File: src/rtl/writeback_controller_if.sv
// Result/issue/write-port bundle between the execution units, decode and the register file.
// Port summary: ALU and load result channels (valid/ready), decode issue channel
// (valid/ready), scoreboard pending vector, and the register-file write port.
// The controller is the slave side; producers, decode and the register file form the master side.
interface writeback_controller_if;
    // ALU result channel
    logic        alu_valid;
    logic [3:0]  alu_dest;
    logic [17:0] alu_data;
    logic        alu_ready;

    // Load result channel
    logic        load_valid;
    logic [3:0]  load_dest;
    logic [17:0] load_data;
    logic        load_ready;

    // Decode issue channel and hazard view
    logic        issue_valid;
    logic [3:0]  issue_dest;
    logic        issue_ready;
    logic [15:0] pending;

    // Register-file write port
    logic [3:0]  write_reg;
    logic [17:0] write_data;
    logic        reg_write_enable;

    modport master (
        output alu_valid, alu_dest, alu_data,
        input  alu_ready,
        output load_valid, load_dest, load_data,
        input  load_ready,
        output issue_valid, issue_dest,
        input  issue_ready, pending,
        input  write_reg, write_data, reg_write_enable
    );

    modport slave (
        input  alu_valid, alu_dest, alu_data,
        output alu_ready,
        input  load_valid, load_dest, load_data,
        output load_ready,
        input  issue_valid, issue_dest,
        output issue_ready, pending,
        output write_reg, write_data, reg_write_enable
    );
endinterface

File: src/rtl/writeback_controller.sv
// Serialises ALU and load results in order onto the single register-file write port; tracks in-flight writes per register.
// Latency: accepted at edge N into an empty FIFO -> write strobe during cycle N+1; each older queued entry adds one cycle.
// Backpressure: LOAD_READY/ALU_READY from FIFO occupancy only; ISSUE_READY drops when the destination already has 3 writes in flight.
// Ports: cpu_clock, clear (synchronous, active-high); bus (slave modport) carries the result,
// issue, pending and register-file write signals.
module writeback_controller #(
    parameter int DEPTH = 4
) (
    input  logic                   cpu_clock,
    input  logic                   clear,
    writeback_controller_if.slave  bus
);
    localparam int PW = $clog2(DEPTH);
    localparam logic [PW:0] DEPTH_W = (PW + 1)'(DEPTH);

    typedef struct packed {
        logic [3:0]  dest;
        logic [17:0] data;
    } entry_t;

    // ------------------------------------------------------------------
    // Result FIFO state
    // ------------------------------------------------------------------
    entry_t        fifo_mem [DEPTH];
    logic [PW-1:0] wr_ptr;
    logic [PW-1:0] rd_ptr;
    logic [PW:0]   occ;
    logic [PW:0]   free_slots;

    logic          load_ready;
    logic          alu_ready;
    logic          load_acc;
    logic          alu_acc;
    logic [1:0]    acc_cnt;
    logic          deq;
    logic [PW-1:0] alu_slot;
    entry_t        load_entry;
    entry_t        alu_entry;
    entry_t        head;

    // Register-file write port registers
    logic [3:0]    wr_reg_q;
    logic [17:0]   wr_data_q;
    logic          wr_en_q;

    // Scoreboard
    logic [1:0]    sb_cnt [16];
    logic [15:0]   inc_vec;
    logic [15:0]   dec_vec;
    logic [15:0]   pending_vec;
    logic          issue_ready;
    logic          issue_acc;

    // ------------------------------------------------------------------
    // Ready generation: a function of occupancy only. The ALU needs two
    // free slots when a load may claim one this cycle; the same-cycle
    // dequeue is deliberately not credited so the ready path stays short.
    // ------------------------------------------------------------------
    always_comb begin
        free_slots = DEPTH_W - occ;
        load_ready = (free_slots != '0);
        alu_ready  = (free_slots >= (PW + 1)'(2)) ||
                     ((free_slots != '0) && !bus.load_valid);
    end

    assign load_acc = bus.load_valid & load_ready;
    assign alu_acc  = bus.alu_valid  & alu_ready;
    assign acc_cnt  = {1'b0, load_acc} + {1'b0, alu_acc};
    assign deq      = (occ != '0);

    // The load is older in program order, so it takes the first free slot
    // and the ALU result lands behind it when both arrive together.
    assign alu_slot   = wr_ptr + PW'(load_acc);
    assign load_entry = '{dest: bus.load_dest, data: bus.load_data};
    assign alu_entry  = '{dest: bus.alu_dest,  data: bus.alu_data};
    assign head       = fifo_mem[rd_ptr];

    // Storage carries no reset; validity is tracked by the pointers.
    always_ff @(posedge cpu_clock) begin
        if (!clear) begin
            if (load_acc) begin
                fifo_mem[wr_ptr] <= load_entry;
            end
            if (alu_acc) begin
                fifo_mem[alu_slot] <= alu_entry;
            end
        end
    end

    // Pointer, occupancy and write-port registers. Every result goes through
    // the FIFO (no empty bypass) so latency does not depend on occupancy history.
    always_ff @(posedge cpu_clock) begin
        if (clear) begin
            wr_ptr    <= '0;
            rd_ptr    <= '0;
            occ       <= '0;
            wr_reg_q  <= '0;
            wr_data_q <= '0;
            wr_en_q   <= 1'b0;
        end else begin
            wr_ptr  <= wr_ptr + PW'(acc_cnt);
            rd_ptr  <= rd_ptr + PW'(deq);
            occ     <= occ + (PW + 1)'(acc_cnt) - (PW + 1)'(deq);
            wr_en_q <= deq;
            // Address and data hold their last value between strobes.
            if (deq) begin
                wr_reg_q  <= head.dest;
                wr_data_q <= head.data;
            end
        end
    end

    // ------------------------------------------------------------------
    // Scoreboard: 2-bit in-flight count per register. The decrement is
    // taken on the edge that ends the strobe cycle, which is the same
    // edge the register file commits the value, so a stalled reader
    // never sees PENDING drop before the data is architecturally visible.
    // ------------------------------------------------------------------
    assign issue_ready = (sb_cnt[bus.issue_dest] != 2'd3);
    assign issue_acc   = bus.issue_valid & issue_ready;

    always_comb begin
        inc_vec     = '0;
        dec_vec     = '0;
        pending_vec = '0;
        for (int i = 0; i < 16; i++) begin
            inc_vec[i]     = issue_acc && (bus.issue_dest == 4'(i));
            // A decrement at zero is dropped so the count cannot wrap to 3.
            dec_vec[i]     = wr_en_q && (wr_reg_q == 4'(i)) && (sb_cnt[i] != 2'd0);
            pending_vec[i] = (sb_cnt[i] != 2'd0);
        end
    end

    always_ff @(posedge cpu_clock) begin
        if (clear) begin
            for (int i = 0; i < 16; i++) begin
                sb_cnt[i] <= 2'd0;
            end
        end else begin
            for (int i = 0; i < 16; i++) begin
                case ({inc_vec[i], dec_vec[i]})
                    2'b10:   sb_cnt[i] <= sb_cnt[i] + 2'd1;
                    2'b01:   sb_cnt[i] <= sb_cnt[i] - 2'd1;
                    default: sb_cnt[i] <= sb_cnt[i];
                endcase
            end
        end
    end

    // ------------------------------------------------------------------
    // Outputs
    // ------------------------------------------------------------------
    assign bus.load_ready       = load_ready;
    assign bus.alu_ready        = alu_ready;
    assign bus.issue_ready      = issue_ready;
    assign bus.pending          = pending_vec;
    assign bus.write_reg        = wr_reg_q;
    assign bus.write_data       = wr_data_q;
    assign bus.reg_write_enable = wr_en_q;

endmodule

File: src/flat_wrapper.sv
// flat-port wrapper written by rule: the top's interface ports become plain ports
module writeback_controller_flat 
#(
    parameter int DEPTH = 4
)
  (cpu_clock, clear, bus_alu_valid, bus_alu_dest, bus_alu_data, bus_alu_ready, bus_load_valid, bus_load_dest, bus_load_data, bus_load_ready, bus_issue_valid, bus_issue_dest, bus_issue_ready, bus_pending, bus_write_reg, bus_write_data, bus_reg_write_enable);
  writeback_controller_if bus_i ();
  input  logic cpu_clock;
  input  logic clear;
  input wire logic [$bits(bus_i.alu_valid)-1:0] bus_alu_valid;
  input wire logic [$bits(bus_i.alu_dest)-1:0] bus_alu_dest;
  input wire logic [$bits(bus_i.alu_data)-1:0] bus_alu_data;
  output wire logic [$bits(bus_i.alu_ready)-1:0] bus_alu_ready;
  input wire logic [$bits(bus_i.load_valid)-1:0] bus_load_valid;
  input wire logic [$bits(bus_i.load_dest)-1:0] bus_load_dest;
  input wire logic [$bits(bus_i.load_data)-1:0] bus_load_data;
  output wire logic [$bits(bus_i.load_ready)-1:0] bus_load_ready;
  input wire logic [$bits(bus_i.issue_valid)-1:0] bus_issue_valid;
  input wire logic [$bits(bus_i.issue_dest)-1:0] bus_issue_dest;
  output wire logic [$bits(bus_i.issue_ready)-1:0] bus_issue_ready;
  output wire logic [$bits(bus_i.pending)-1:0] bus_pending;
  output wire logic [$bits(bus_i.write_reg)-1:0] bus_write_reg;
  output wire logic [$bits(bus_i.write_data)-1:0] bus_write_data;
  output wire logic [$bits(bus_i.reg_write_enable)-1:0] bus_reg_write_enable;
  assign bus_i.alu_valid = bus_alu_valid;
  assign bus_i.alu_dest = bus_alu_dest;
  assign bus_i.alu_data = bus_alu_data;
  assign bus_alu_ready = bus_i.alu_ready;
  assign bus_i.load_valid = bus_load_valid;
  assign bus_i.load_dest = bus_load_dest;
  assign bus_i.load_data = bus_load_data;
  assign bus_load_ready = bus_i.load_ready;
  assign bus_i.issue_valid = bus_issue_valid;
  assign bus_i.issue_dest = bus_issue_dest;
  assign bus_issue_ready = bus_i.issue_ready;
  assign bus_pending = bus_i.pending;
  assign bus_write_reg = bus_i.write_reg;
  assign bus_write_data = bus_i.write_data;
  assign bus_reg_write_enable = bus_i.reg_write_enable;
  writeback_controller #(.DEPTH(DEPTH)) u_core (.cpu_clock(cpu_clock), .clear(clear), .bus(bus_i));
endmodule
File: config.mk
export PLATFORM = sky130hd
export DESIGN_NAME = writeback_controller_flat
export DESIGN_NICKNAME = d
export VERILOG_FILES = /design/src/rtl/writeback_controller_if.sv /design/src/rtl/writeback_controller.sv /design/src/flat_wrapper.sv
export SDC_FILE = /design/constraint.sdc
export NUM_CORES = 1
export LEC_CHECK = 0
export CAP_MARGIN = 5
export CORE_MARGIN = 4
export CORE_UTILIZATION = 40
export CTS_CLUSTER_SIZE = 28
export DETAILED_ROUTE_END_ITERATION = 10
export SYNTH_ARGS = -nofsm -noshare
export SYNTH_HDL_FRONTEND = slang
export SYNTH_SLANG_ARGS = --single-unit
File: constraint.sdc
create_clock -name cpu_clock -period 3.05 [get_ports cpu_clock]
set_clock_uncertainty 0.05 [all_clocks]
set_input_delay 0.4575 -clock cpu_clock [delete_from_list [all_inputs] [get_ports cpu_clock]]
set_output_delay 0.4575 -clock cpu_clock [all_outputs]
set_load 0.03 [all_outputs]
==> impl_summary.txt <==
----------------------------------------------------
[Clock network]
  Post-CTS setup buffers ... 0
  Longest Clk Path Bufs ... 2
  Clock tree from TritonCTS ... done
  Number of buffers created by CTS ... 17
  Count of hold buffers inserted by post-cts repair ... 0
  Clock sink total ... 150
  Insertion delay to the later sink of the worst-skew pair ... 420 ps
  Clock Root Buffer ... clkbuf_16
  Number of levels the H-tree was split into ... 4
  Number of resized instances in the post-cts repair step ... 0
  Clock-pin slew of the registers on the worst-case setup and hold paths ... 70 ps

[Yosys]
  Async set-or-reset flop fraction in the synthesized netlist ... 0
  Synthesized-area fraction occupied by xor and xnor cells ... 0.0288
  Mux cell area share after synthesis ... 0.199
  Portion of synthesized cell area occupied by the leading cell type ... 0.423
  Synth Area in Adders ... 0.0670
  Total standard cell area after synthesis ... 0.00852 sq mm
  Cell types with the largest area share after synthesis ... edfxtp_1 (42%), mux2_2 (11%), mux4_2 (7.9%)
  Cell variety after synth ... 37
  Largest family of logic cells by synthesized area ... multiplexers
  Library cell occupying the most area in the post-synthesis netlist ... edfxtp_1
  Number of nets in the synthesized netlist ... 804
  Portion of the post-synthesis area used by sequential elements ... 0.494
  Number of warnings printed during yosys synthesis ... 0
  Simple logic cell fraction of the synthesized area ... 0.139
  Leading cell type by number of instances after synthesis ... edfxtp_1
  Synthesis-stage register bit count ... 150
  Synthesized area per cell ... 12.1 sq um
  Leading cell types by count after synthesis ... edfxtp_1 (120), mux2_2 (85), nor2_1 (77)
  Synth Area in Compound Gates ... 0.0378
  Synth Flop Type ... edfxtp_1
  Number of synthesized flops with an enable pin ... 120
  Post-Syn Instances ... 706

[Timing]
  Count of final max-slew check failures ... 0
  Shortest clock period the worst path allows after layout ... 2810 ps
  Number of setup violations in the final report ... 0
  Final worst path period share ... 0.921
  Slew HR ... 0.484
  Tightest Pin Transition ... 774 ps
  Setup slack of the critical path after layout ... 242 ps
  Hold slack final ... 300 ps
  Hold Vio Cnt, Final ... 0
  Setup repair after global routing missed its margin ... false
  Fmax ... 356 MHz

[Die]
  Standard-cell row count ... 53
  Die boundary height ... 154 um
  Initial Util ... 0.406
  Die Width ... 154 um
  Core region area ... 0.0210 sq mm
  Die area ... 0.0237 sq mm
  I/O pin cnt ... 95

[Worst hold path]
  Path type of the worst min-delay path ... in -> reg

[Critical path]
  Largest stage delay, worst path ... 450 ps
  Ordered list of cells on the worst path ... inv_1 > ha_1 > ha_1 > or2_4 > a31oi_4 > ha_1 > inv_1 > ha_1 > fa_1 > xnor2_1 > xnor2_1 > nor2_1
  Register-to-register path setup slack ... 240 ps
  Kind of end point of the critical path ... flop
  Biggest fanout along the worst timing path ... 3
  Endpoint required time on the critical path ... 3280 ps
  CP most frequent cell ... ha_1
  Worst Path Arrival ... 3040 ps
  Critical path class ... reg -> reg
  Crit-path slowest cell ... fa_1
  Worst setup SP type ... flop

[Power and ir drop]
  Leak Pwr ... 0.00386 uW
  Peak VDD IR ... 0.000544 V
  Power per cell area ... 791 mW/mm^2

[Placement]
  Worst-case setup slack after placement ... 67.0 ps
  Hpwl dp ... 14.4 mm
  Count of buffers inserted at the top-level ports ... 94
  GPL Wtd Cong ... 0.852

[Cells and area]
  Number of flip-flops under the largest register name ... 88
  Synthesis-to-layout area growth ... 22.9%
  Register with the highest flop count ... u_core.fifo_mem
  Final core utilization ... 0.499
  Total area of multi-input combinational cells ... 0.00402 sq mm
  Net count of the finished layout ... 908
  Count of inserted antenna diode cells ... 0
  Fillers ... 1912
  Register Area ... 0.00421 sq mm
  Fraction of layout instances using a drive strength above 1 ... 0.242

[Route]
  DRC marker count from the first detailed-route iteration ... 299
  Detailed-route via count ... 5740
  Vias/cell ... 5.23
  Final WL ... 21.0 mm
  Remaining DRCs ... 0
  Routed length per placed instance ... 19.1 um
  Routed Antenna Nets ... 0
  DR pass1 iterations ... 4

[Global routing]
  Pin count of the biggest net entering global routing ... 74
  First-pass GRT wire length ... 33.5 mm
  Overall routing resource usage ... 0.180
  Via count of the first global-routing pass ... 6101
  Number of antenna violations at the first check in global routing ... 0
  Overflow left after global routing ... 0

[Status]
  Outcome ... complete, no violations

[Flow run]
  Count of max-cap constraint violations ... 0

----------------------------------------------------
==> routing by layer <==
layer  up-vias  global-route usage  routed length (um)
met5         -                   0                   0
met4         0              0.0404                 237
met3        16              0.0329                 817
met2       126               0.306               10300
met1      2832               0.241                9590
li1       2766                   -                   -
==> cells by family after synthesis <==
logic type / count (synthesis)
adders and majority gates: 45
and+or+nand+nor: 250
DFF: 150
xor gates and xnor gates: 28
muxes: 119
AOI/OAI and AO/OA: 52
buffers and inverters: 62
==> cell type report <==
cell class | count | share of cell area
repair buffers | 115 | 0.114
multi-input cells | 494 | 0.384
clock buffers | 17 | 0.0407
flip-flops and latches | 150 | 0.402
inverters | 32 | 0.0115
well taps | 275 | 0.0329
clock inverters | 15 | 0.0151
==> through the flow <==
stage	instance area, sq um	instances	TNS (ps)	total power, uW
4_1_cts	10500	1098	0	8370
2_1_floorplan	8520	706	-11680	5100
6_report	10500	1098	0	8270
3_5_place_dp	9880	1066	0	6280
5_1_grt	10500	1098	0	8750
3_3_place_gp	9880	1066	0	6190
==> path summary, 6_finish.rpt <==
path / start / to / cells past startpoint
max: u_core.occ[0] / u_core.occ[2] / 12
min reg2reg: u_core.bus.write_data[1] / u_core.bus.write_data[1] / 2
min: clear / u_core.bus.write_data[6] / 2
max reg2reg: u_core.occ[0] / u_core.occ[2] / 12
==> critical path, delay by kind of cell (launching register included) <==
kind | cells | cell delay, ps
xor gates and xnor gates | 2 | 330
adders and majority gates | 5 | 1350
AOI/OAI and AO/OA | 1 | 170
buffers and inverters | 2 | 140
DFF | 1 | 310
and+or+nand+nor | 2 | 320
==> cell usage in the layout, fill, tap and decap left out, types with 2 or more instances in the layout <==
cell             netlist  final
edfxtp_1             120    120
clkdlybuf4s50_1        0     92
mux2_2                85     85
nor2_1                77     77
nand2_1               76     76
ha_1                  44     44
inv_1                 32     32
a21oi_1               31     31
mux4_2                30     30
dfxtp_1               30     29
nor3_1                28     28
nand3_1               22     22
xnor2_1               21     21
clkbuf_16              0     17
o21bai_1              16     16
or2_2                 14     14
buf_4                  0     14
nor2b_1                9      9
buf_12                 0      8
xor2_1                 7      7
inv_8                  0      7
nand3_4                4      4
mux2_4                 4      4
and3_1                 3      3
or3_1                  3      3
and2_1                 3      3
inv_6                  0      3
nand3b_1               2      2
and3b_1                2      2
nor3b_1                2      2
o21ai_2                0      2
a22oi_1                2      2
clkinv_8               0      2
clkinvlp_4             0      2
==> where the power goes <==
part	switching, uW	internal (uW)	leakage, uW
combinational	1710	1430	0.00219
sequential	296	2760	0.00138
clock	981	1100	0.000283
Note: power is estimated with default switching activity, not from simulation.
